==> config.mk <==
export PLATFORM = sky130hd
export DESIGN_NAME = alu_ctrl_unit
export DESIGN_NICKNAME = d
export VERILOG_FILES = /design/src/rtl/alu_ctrl_unit.sv
export SDC_FILE = /design/constraint.sdc
export NUM_CORES = 1
export LEC_CHECK = 0
export CORE_UTILIZATION = 41
export CTS_BUF_LIST = sky130_fd_sc_hd__clkbuf_16
export DETAILED_ROUTE_END_ITERATION = 10
export GPL_TIMING_DRIVEN = 0
export HOLD_SLACK_MARGIN = 0.06
export PLACE_DENSITY = 0.73
export SETUP_SLACK_MARGIN = 0.15
export SYNTH_ARGS = -nofsm -noshare
export SYNTH_HDL_FRONTEND = slang
export SYNTH_SLANG_ARGS = --single-unit
==> constraint.sdc <==
create_clock -name clk -period 1.8 [get_ports clk]
set_input_delay 0.18 -clock clk [delete_from_list [all_inputs] [get_ports clk]]
set_output_delay 0.18 -clock clk [all_outputs]
set_load 0.01 [all_outputs]
==> src/rtl/alu_ctrl_unit.sv <==
// ALU control: decodes issued ops into the ALU select, stretches MUL as a
// multicycle path, evaluates the condition code and commits the flags.
module alu_ctrl_unit #(
  parameter int MUL_CYCLES = 2
) (
  input  logic       clk,
  input  logic       rst,
  input  logic       flush,
  input  logic       in_valid,
  output logic       in_ready,
  input  logic [3:0] in_op,
  input  logic [2:0] in_cond,
  input  logic       in_setf,
  output logic [2:0] alu_control,
  input  logic [3:0] alu_flags,
  output logic       out_valid,
  input  logic       out_ready,
  output logic       out_wr_rd,
  output logic       out_illegal,
  output logic       cond_pass,
  output logic [3:0] flags_q
);

  localparam int CW = (MUL_CYCLES > 1) ? $clog2(MUL_CYCLES) : 1;

  localparam logic [3:0] OP_ADD = 4'd0;
  localparam logic [3:0] OP_SUB = 4'd1;
  localparam logic [3:0] OP_MUL = 4'd2;
  localparam logic [3:0] OP_SLL = 4'd3;
  localparam logic [3:0] OP_SRL = 4'd4;
  localparam logic [3:0] OP_CMP = 4'd5;

  typedef enum logic [1:0] {
    IDLE  = 2'd0,
    WAIT  = 2'd1,
    VALID = 2'd2
  } state_t;

  typedef struct packed {
    logic [3:0] op;
    logic [2:0] cond;
    logic       setf;
    logic       ill;
  } stage_t;

  state_t        st;
  stage_t        stg;
  logic [CW-1:0] cnt;

  logic accept;
  logic hs;
  logic in_mul;
  logic fn, fz, fv;

  assign out_valid = (st == VALID);
  assign in_ready  = ((st == IDLE) | (out_valid & out_ready)) & ~flush;
  assign accept    = in_valid & in_ready;
  assign hs        = out_valid & out_ready;
  assign in_mul    = (in_op == OP_MUL);

  assign fn = flags_q[3];
  assign fz = flags_q[2];
  assign fv = flags_q[0];

  always_comb begin
    cond_pass = 1'b1;
    unique case (stg.cond)
      3'd0: cond_pass = 1'b1;
      3'd1: cond_pass = fz;
      3'd2: cond_pass = ~fz;
      3'd3: cond_pass = ~fz & (fn == fv);
      3'd4: cond_pass = (fn == fv);
      3'd5: cond_pass = (fn != fv);
      3'd6: cond_pass = fz | (fn != fv);
      3'd7: cond_pass = 1'b0;
      default: cond_pass = 1'b0;
    endcase
  end

  always_comb begin
    alu_control = 3'b100;
    unique case (stg.op)
      OP_ADD: alu_control = 3'b000;
      OP_SUB: alu_control = 3'b001;
      OP_CMP: alu_control = 3'b001;
      OP_MUL: alu_control = 3'b010;
      OP_SLL: alu_control = 3'b011;
      OP_SRL: alu_control = 3'b111;
      default: alu_control = 3'b100;
    endcase
  end

  assign out_illegal = out_valid & stg.ill;
  assign out_wr_rd   = out_valid & cond_pass &
                       (stg.op != OP_CMP) & ~stg.ill;

  always_ff @(posedge clk) begin
    if (rst) begin
      st      <= IDLE;
      cnt     <= '0;
      stg     <= '0;
      flags_q <= '0;
    end else if (flush) begin
      st  <= IDLE;
      cnt <= '0;
    end else begin
      if (hs & stg.setf & cond_pass & ~stg.ill)
        flags_q <= alu_flags;
      if (accept) begin
        stg.op   <= in_op;
        stg.cond <= in_cond;
        stg.setf <= in_setf | (in_op == OP_CMP);
        stg.ill  <= (in_op > OP_CMP);
        if (in_mul && (MUL_CYCLES > 1)) begin
          st  <= WAIT;
          cnt <= CW'(1);
        end else begin
          st  <= VALID;
          cnt <= '0;
        end
      end else begin
        unique case (st)
          WAIT: begin
            if (cnt == CW'(MUL_CYCLES - 1)) begin
              st  <= VALID;
              cnt <= '0;
            end else begin
              cnt <= cnt + 1'b1;
            end
          end
          VALID: if (out_ready) st <= IDLE;
          default: st <= IDLE;
        endcase
      end
    end
  end

endmodule

Word-level counts from Yosys, hierarchy flattened
Index checks and enable logic that the tools add are counted.

Add/subtract/negate cells: 1. Multiply operators: 0. Divide/modulo/power cells: 0. $lt $le $gt $ge: 1. Eq/ne operators: 21. Shifts and indexed selects: 0. Multiplexer cells: 11. Bitwise gates (word level): 17. Reductions and logical operators: 9.

Operators by type and width (count): $pmux 3 s5 (1); $eq 3x3->1 const B (4); $eq 4x2->1 const B (3); $eq 4x3->1 const B (3); $and 1x1->1 (11); $mux 2 (4); $pmux 1 s8 (1); $eq 3x2->1 const B (2); $reduce_and 2->1 (3); $eq 4x1->1 const B (1); $gt 4x3->1 const B (1); $logic_not 4->1 (1); $mux 1 (4); $ne 4x3->1 const B (1); $pmux 2 s2 (1); $reduce_or 2->1 (2); $eq 3x1->1 const B (1); $logic_not 3->1 (1); $ne 3x1->1 const B (1); $ne 3x3->1 const B (1); $not 1->1 (3); $or 1x1->1 (3); $eq 2x1->1 const B (1); $eq 2x2->1 const B (1); other kinds (5) (5).

Register bits: 16. Bits in latches: 0. RAM bits: 0. Memory bits (read-only): 0. Bits of input ports: 17. Output and inout bits: 12. Word-level logic and storage cells: 67. Memories kept: 0.

Depth between registers and ports, before layout
Depth after elaboration: 7. Depth in mapped cells: 6.

Worst setup path after synthesis
Ideal clock, no wire load.

Path type: flip-flop to flip-flop. From: register flags_q[0]. To: register flags_q[0]. Setup time: 0.072 ns. Arrival time: 1.461 ns. Setup slack: 0.267 ns. Stages on the path, launching flop included: 7. Cells stage by stage: dfxtp_1 > xnor2_1 > a211o_1 > a21oi_2 > and3_1 > buf_6 > mux2i_1.

Longest elaborated chain between the ends: 6. Elaborated cells between the ends (all ways): 8. Those cells by class: eq/ne: 2; mux: 1; bitwise: 4; reduce/logical: 1.

Ends and longest elaborated chain: start, declared (RTL line 21) `output logic [3:0] flags_q`; start signal, assigned (RTL line 108) `flags_q <= alu_flags;`; $ne 1x1->1 or $eq 1x1->1 (tied branches); $or 1x1->1 or $and 1x1->1 (tied branches) (RTL line 74, 71); $pmux 1 s8 (*) (RTL line 67) `unique case (stg.cond)`; net cond_pass (RTL line 20) `output logic cond_pass,`; $and 1x1->1 (*) (2 in series) (RTL line 107) `if (hs & stg.setf & cond_pass & ~stg.ill)`; $reduce_and 2->1 (no source line) (*).

Mark *: on every way through the listed nets, which the timed path passes. The rest lies on a longest branch. A chain may end at the register's enable or synchronous reset.

Worst setup path in the final report
From: register stg[4] (netlist name). To: output port out_wr_rd.

Longest elaborated chain between the ends: 5. Elaborated cells between the ends (all ways): 12. Those cells by class: eq/ne: 7; mux: 1; bitwise: 3; reduce/logical: 1.

Ends and longest elaborated chain: start, declared (RTL line 47) `stage_t stg;`; $eq 3x3->1, or another cell as far along (RTL line 67); $pmux 1 s8 (*) (RTL line 67); $and 1x1->1 (*) (2 in series) (RTL line 94) `assign out_wr_rd = out_valid & cond_pass &`; $and 1x1->1 (*) (RTL line 95) `(stg.op != OP_CMP) & ~stg.ill;`; end, declared (RTL line 18) `output logic out_wr_rd,`.

Mark *: on every way between the ends. The rest lies on a longest branch, timed or not.

==> results.txt <==
----------------------------------------------------
[Setup path]
  CP max-delay cell ... sky130_fd_sc_hd__dfxtp_4
  R2R depth ... 7
  Endpoint class of the critical path ... output pin
  Reg-to-reg setup timing slack ... 0.26 ns
  Critical path type ... flip-flop to output pin
  Crit path buffers/inverters ... 2
  Crit path arrival time ... 1.55 ns
  Origin of the critical flop-to-flop path ... stg[4]$_SDFFE_PP0P_
  Largest driver fanout on the critical path ... 3
  Reg2Reg Capture Point ... flags_q[1]$_SDFFE_PP0P_
  Largest stage delay on the critical path ... 0.34 ns
  Required time reported for the critical path endpoint ... around 1.6 ns
  Worst setup SP type ... flip-flop
  Top cell family by delay on the critical path ... compound AO/OA/AOI/OAI gates
  Critical path, cell by cell ... nor3b_1 -> a211o_1 -> a21oi_2 -> buf_4 -> o311a_2 -> buf_2

[Drt]
  DR WL/cell ... 12.3 um
  Number of remaining DRC errors ... 0
  Number of DRC markers after the initial detailed-route iteration ... 11
  Via density per instance ... 5.08
  Post-detailed-route count of antenna-violating nets ... 0
  1st-pass router iterations ... 4
  Vias after detailed routing ... roughly 810
  Total wire length ... 1950 um

[Global routing]
  First-pass GRT wire length ... 2880 um
  Number of global-route vias before repair ... around 680
  Antenna violations before repair ... 0
  Total overflow reported by the global router ... 0
  Maximum number of pins on one net before global-route repair ... 11
  Overall fraction of global-route tracks in use ... 18.1%

[Logic synthesis]
  Flip-flop cell with the highest count after synthesis ... sky130_fd_sc_hd__dfxtp_1
  Number of enable flip-flop cells after synthesis ... 0
  Top cells by instance count after synthesis ... sky130_fd_sc_hd__dfxtp_1, sky130_fd_sc_hd__nor2_1, sky130_fd_sc_hd__mux2i_1
  Main area contributors after synthesis ... sky130_fd_sc_hd__dfxtp_1, sky130_fd_sc_hd__mux2i_1, sky130_fd_sc_hd__nor2_1
  Synthesis warning total ... 0
  Post-Synthesis Cell Area ... 868 sq um
  Proportion of netlist area held by the largest area contributor ... a little under two fifths
  Async set-or-reset flop fraction in the synthesized netlist ... 0%
  Cell variety after synth ... 32
  Gate count of the mapped netlist ... 95
  Post-Syn Nets ... 112
  Sequential share of the synthesized area ... 36.9%
  Post-Syn Area per Cell ... 9.14 sq um
  Most frequent cell after synthesis ... sky130_fd_sc_hd__dfxtp_1
  Number of synthesized register bits ... 16
  Dominant cell type by area after synthesis ... sky130_fd_sc_hd__dfxtp_1

[Clock network]
  Bufs on Longest Clock Path ... 2
  Clk_lat worst skew ... ~0.25 ns
  TritonCTS buffer count ... 3
  Clock Tree Root ... sky130_fd_sc_hd__clkbuf_16
  Clk slew on worst S/H paths ... around 0.050 ns
  H-tree depth ... 1
  TritonCTS clock tree ... done
  Sinks on Clock Net ... 16

[Floorplan]
  I/O pin total ... 29
  Row count ... 16
  Overall die height ... between 40 and 50 um
  Area of the core region ... 0.00198 sq mm
  Starting density of the core ... 43.8%
  Die Wd ... 48.0 um
  Die Outline Area ... 0.00231 sq mm

[Layout]
  Share of layout cells above drive strength 1 ... 19.7%
  Utilization after layout ... 66.4%
  Sequential cell area ... 333 sq um
  Area growth from synthesis to final layout ... 51.4%
  Antenna diode count ... 0
  Number of filler instances in the final layout ... between 150 and 200
  Total number of nets in the final design ... 150
  Area used by multi-input combinational logic ... between 500 and 600 sq um

[Timing]
  Number of pins exceeding their max-slew limit in the final report ... 0
  Final critical-path setup slack ... a little under 0.07 ns
  Highest clock frequency the design can meet ... 577 MHz
  Transition time at the pin with the least slew margin ... 0.453 ns
  Clk_skew ... 0.00107 ns
  RSZ-0062 raised after global routing ... true
  Number of setup violations in the final report ... 0
  Worst-case headroom to the max-slew limit ... 69.8%
  Final worst-path cycle share ... between 90% and 100%
  Final hold violation count ... 0
  Post-route minimum period ... 1.73 ns

[Pwr]
  Leakage Power ... 0.499 nW
  PD cells ... 730 mW/mm^2
  Worst supply voltage drop on vdd ... approximately 0.52 mV

[Placed design]
  Post-detailed-placement half-perimeter wirelength ... about 1400 um
  Port buffer count ... 28
  Worst setup slack before clock tree synthesis ... -0.0914 ns
  GP Congestion ... about 0.67

[Job]
  Maxcap violations ... 0

[Min path]
  Count of cells along the worst hold path ... 2
  Source of the worst hold timing path ... flags_q[1]$_SDFFE_PP0P_
  Hold Crit Class ... flip-flop to flip-flop
  Hold Crit Endpoint ... flags_q[1]$_SDFFE_PP0P_

[Outcome]
  Run status ... complete, no violations

----------------------------------------------------
==> power breakdown <==
group	total (mW)	switching (mW)	internal (mW)
Sequential	0.381	0.0135	0.368
Combinational	0.143	0.0585	0.0849
Clock	0.436	0.141	0.295
Total	0.961	0.213	0.747
==> layout by cell type, fill, tap and decap left out, types with 3 or more instances in the layout <==
cell type	instances
sky130_fd_sc_hd__a211oi_1	5
sky130_fd_sc_hd__buf_4	5
sky130_fd_sc_hd__clkbuf_16	3
sky130_fd_sc_hd__clkdlybuf4s50_1	22
sky130_fd_sc_hd__dfxtp_1	8
sky130_fd_sc_hd__dfxtp_2	7
sky130_fd_sc_hd__dlygate4sd2_1	4
sky130_fd_sc_hd__inv_1	6
sky130_fd_sc_hd__mux2i_1	12
sky130_fd_sc_hd__nand2_1	3
sky130_fd_sc_hd__nand2b_1	7
sky130_fd_sc_hd__nor2_1	14
sky130_fd_sc_hd__nor3b_1	3
==> state kept, by name, indices dropped and copies added, names as in the netlist <==
name and flops:
stg 9, flags_q 4, st 2, cnt 1
==> logic make-up (layout without fill, tap and decap cells) <==
group	after synthesis	in the layout	synth area share (%)
buf+inv	10	47	5.62
xor+xnor	1	1	1.01
mux	12	12	13.8
compound gates	18	18	18.7
simple gates	38	38	23.9
flops	16	16	36.9
==> tightest hold or removal path: cells and delay by family, from the launching register on <==
kind	cells	cell delay (ns)
flops	1	0.30
mux	1	0.06
simple gates	1	0.06
==> timing repair <==
item | 4_1_cts | 5_1_grt
hold buffers | 0 | 0
buffers inserted | 4 | 1
endpoints found under the setup margin | 7 | 9
resized for setup | 23 | 2
pin swaps | 2 | 1
==> cell type report <==
cell class	instances	share of cell area [%]
flip-flops and latches	16	25.3
well taps	27	2.57
plain buffers	4	2.28
inverters	6	1.71
clock inverters	1	0.285
clock buffers	3	5.71
repair buffers	33	23.0
multi-input cells	69	39.1
==> stage by stage <==
step                hold slack (ns)  power (mW)  std cells  cell area, sq um  setup TNS [ns]
floorplan                     0.256       0.451         95               868               0
global placement              0.459       0.522        150              1180          -0.476
detailed placement            0.470       0.526        150              1180          -0.522
CTS                           0.479       0.960        158              1300               0
global route                  0.501       0.998        159              1320               0
finish                        0.472       0.961        159              1320               0
==> worst max path at each step <==
| stage | start | endpoint | depth (start not counted) |
|---|---|---|---|
| 2_1_floorplan | flags_q[0]$_SDFFE_PP0P_ | flags_q[0]$_SDFFE_PP0P_ | 6 |
| 3_3_place_gp | flags_q[3]$_SDFFE_PP0P_ | out_wr_rd | 5 |
| 3_5_place_dp | flags_q[0]$_SDFFE_PP0P_ | out_wr_rd | 5 |
| 4_1_cts | stg[4]$_SDFFE_PP0P_ | out_wr_rd | 6 |
| 5_1_grt | stg[4]$_SDFFE_PP0P_ | out_wr_rd | 7 |
| 6_report | stg[4]$_SDFFE_PP0P_ | out_wr_rd | 6 |
==> routing by layer <==
| metal | GRT usage, % | share of wire [%] |
|---|---|---|
| met1 | 21.7 | 46 |
| met2 | 31.1 | 48 |
| met3 | 3.40 | 4.9 |
| met4 | 8.33 | 1.4 |
| met5 | 0 | 0 |
No activity file was read; power rests on OpenSTA's default activity.
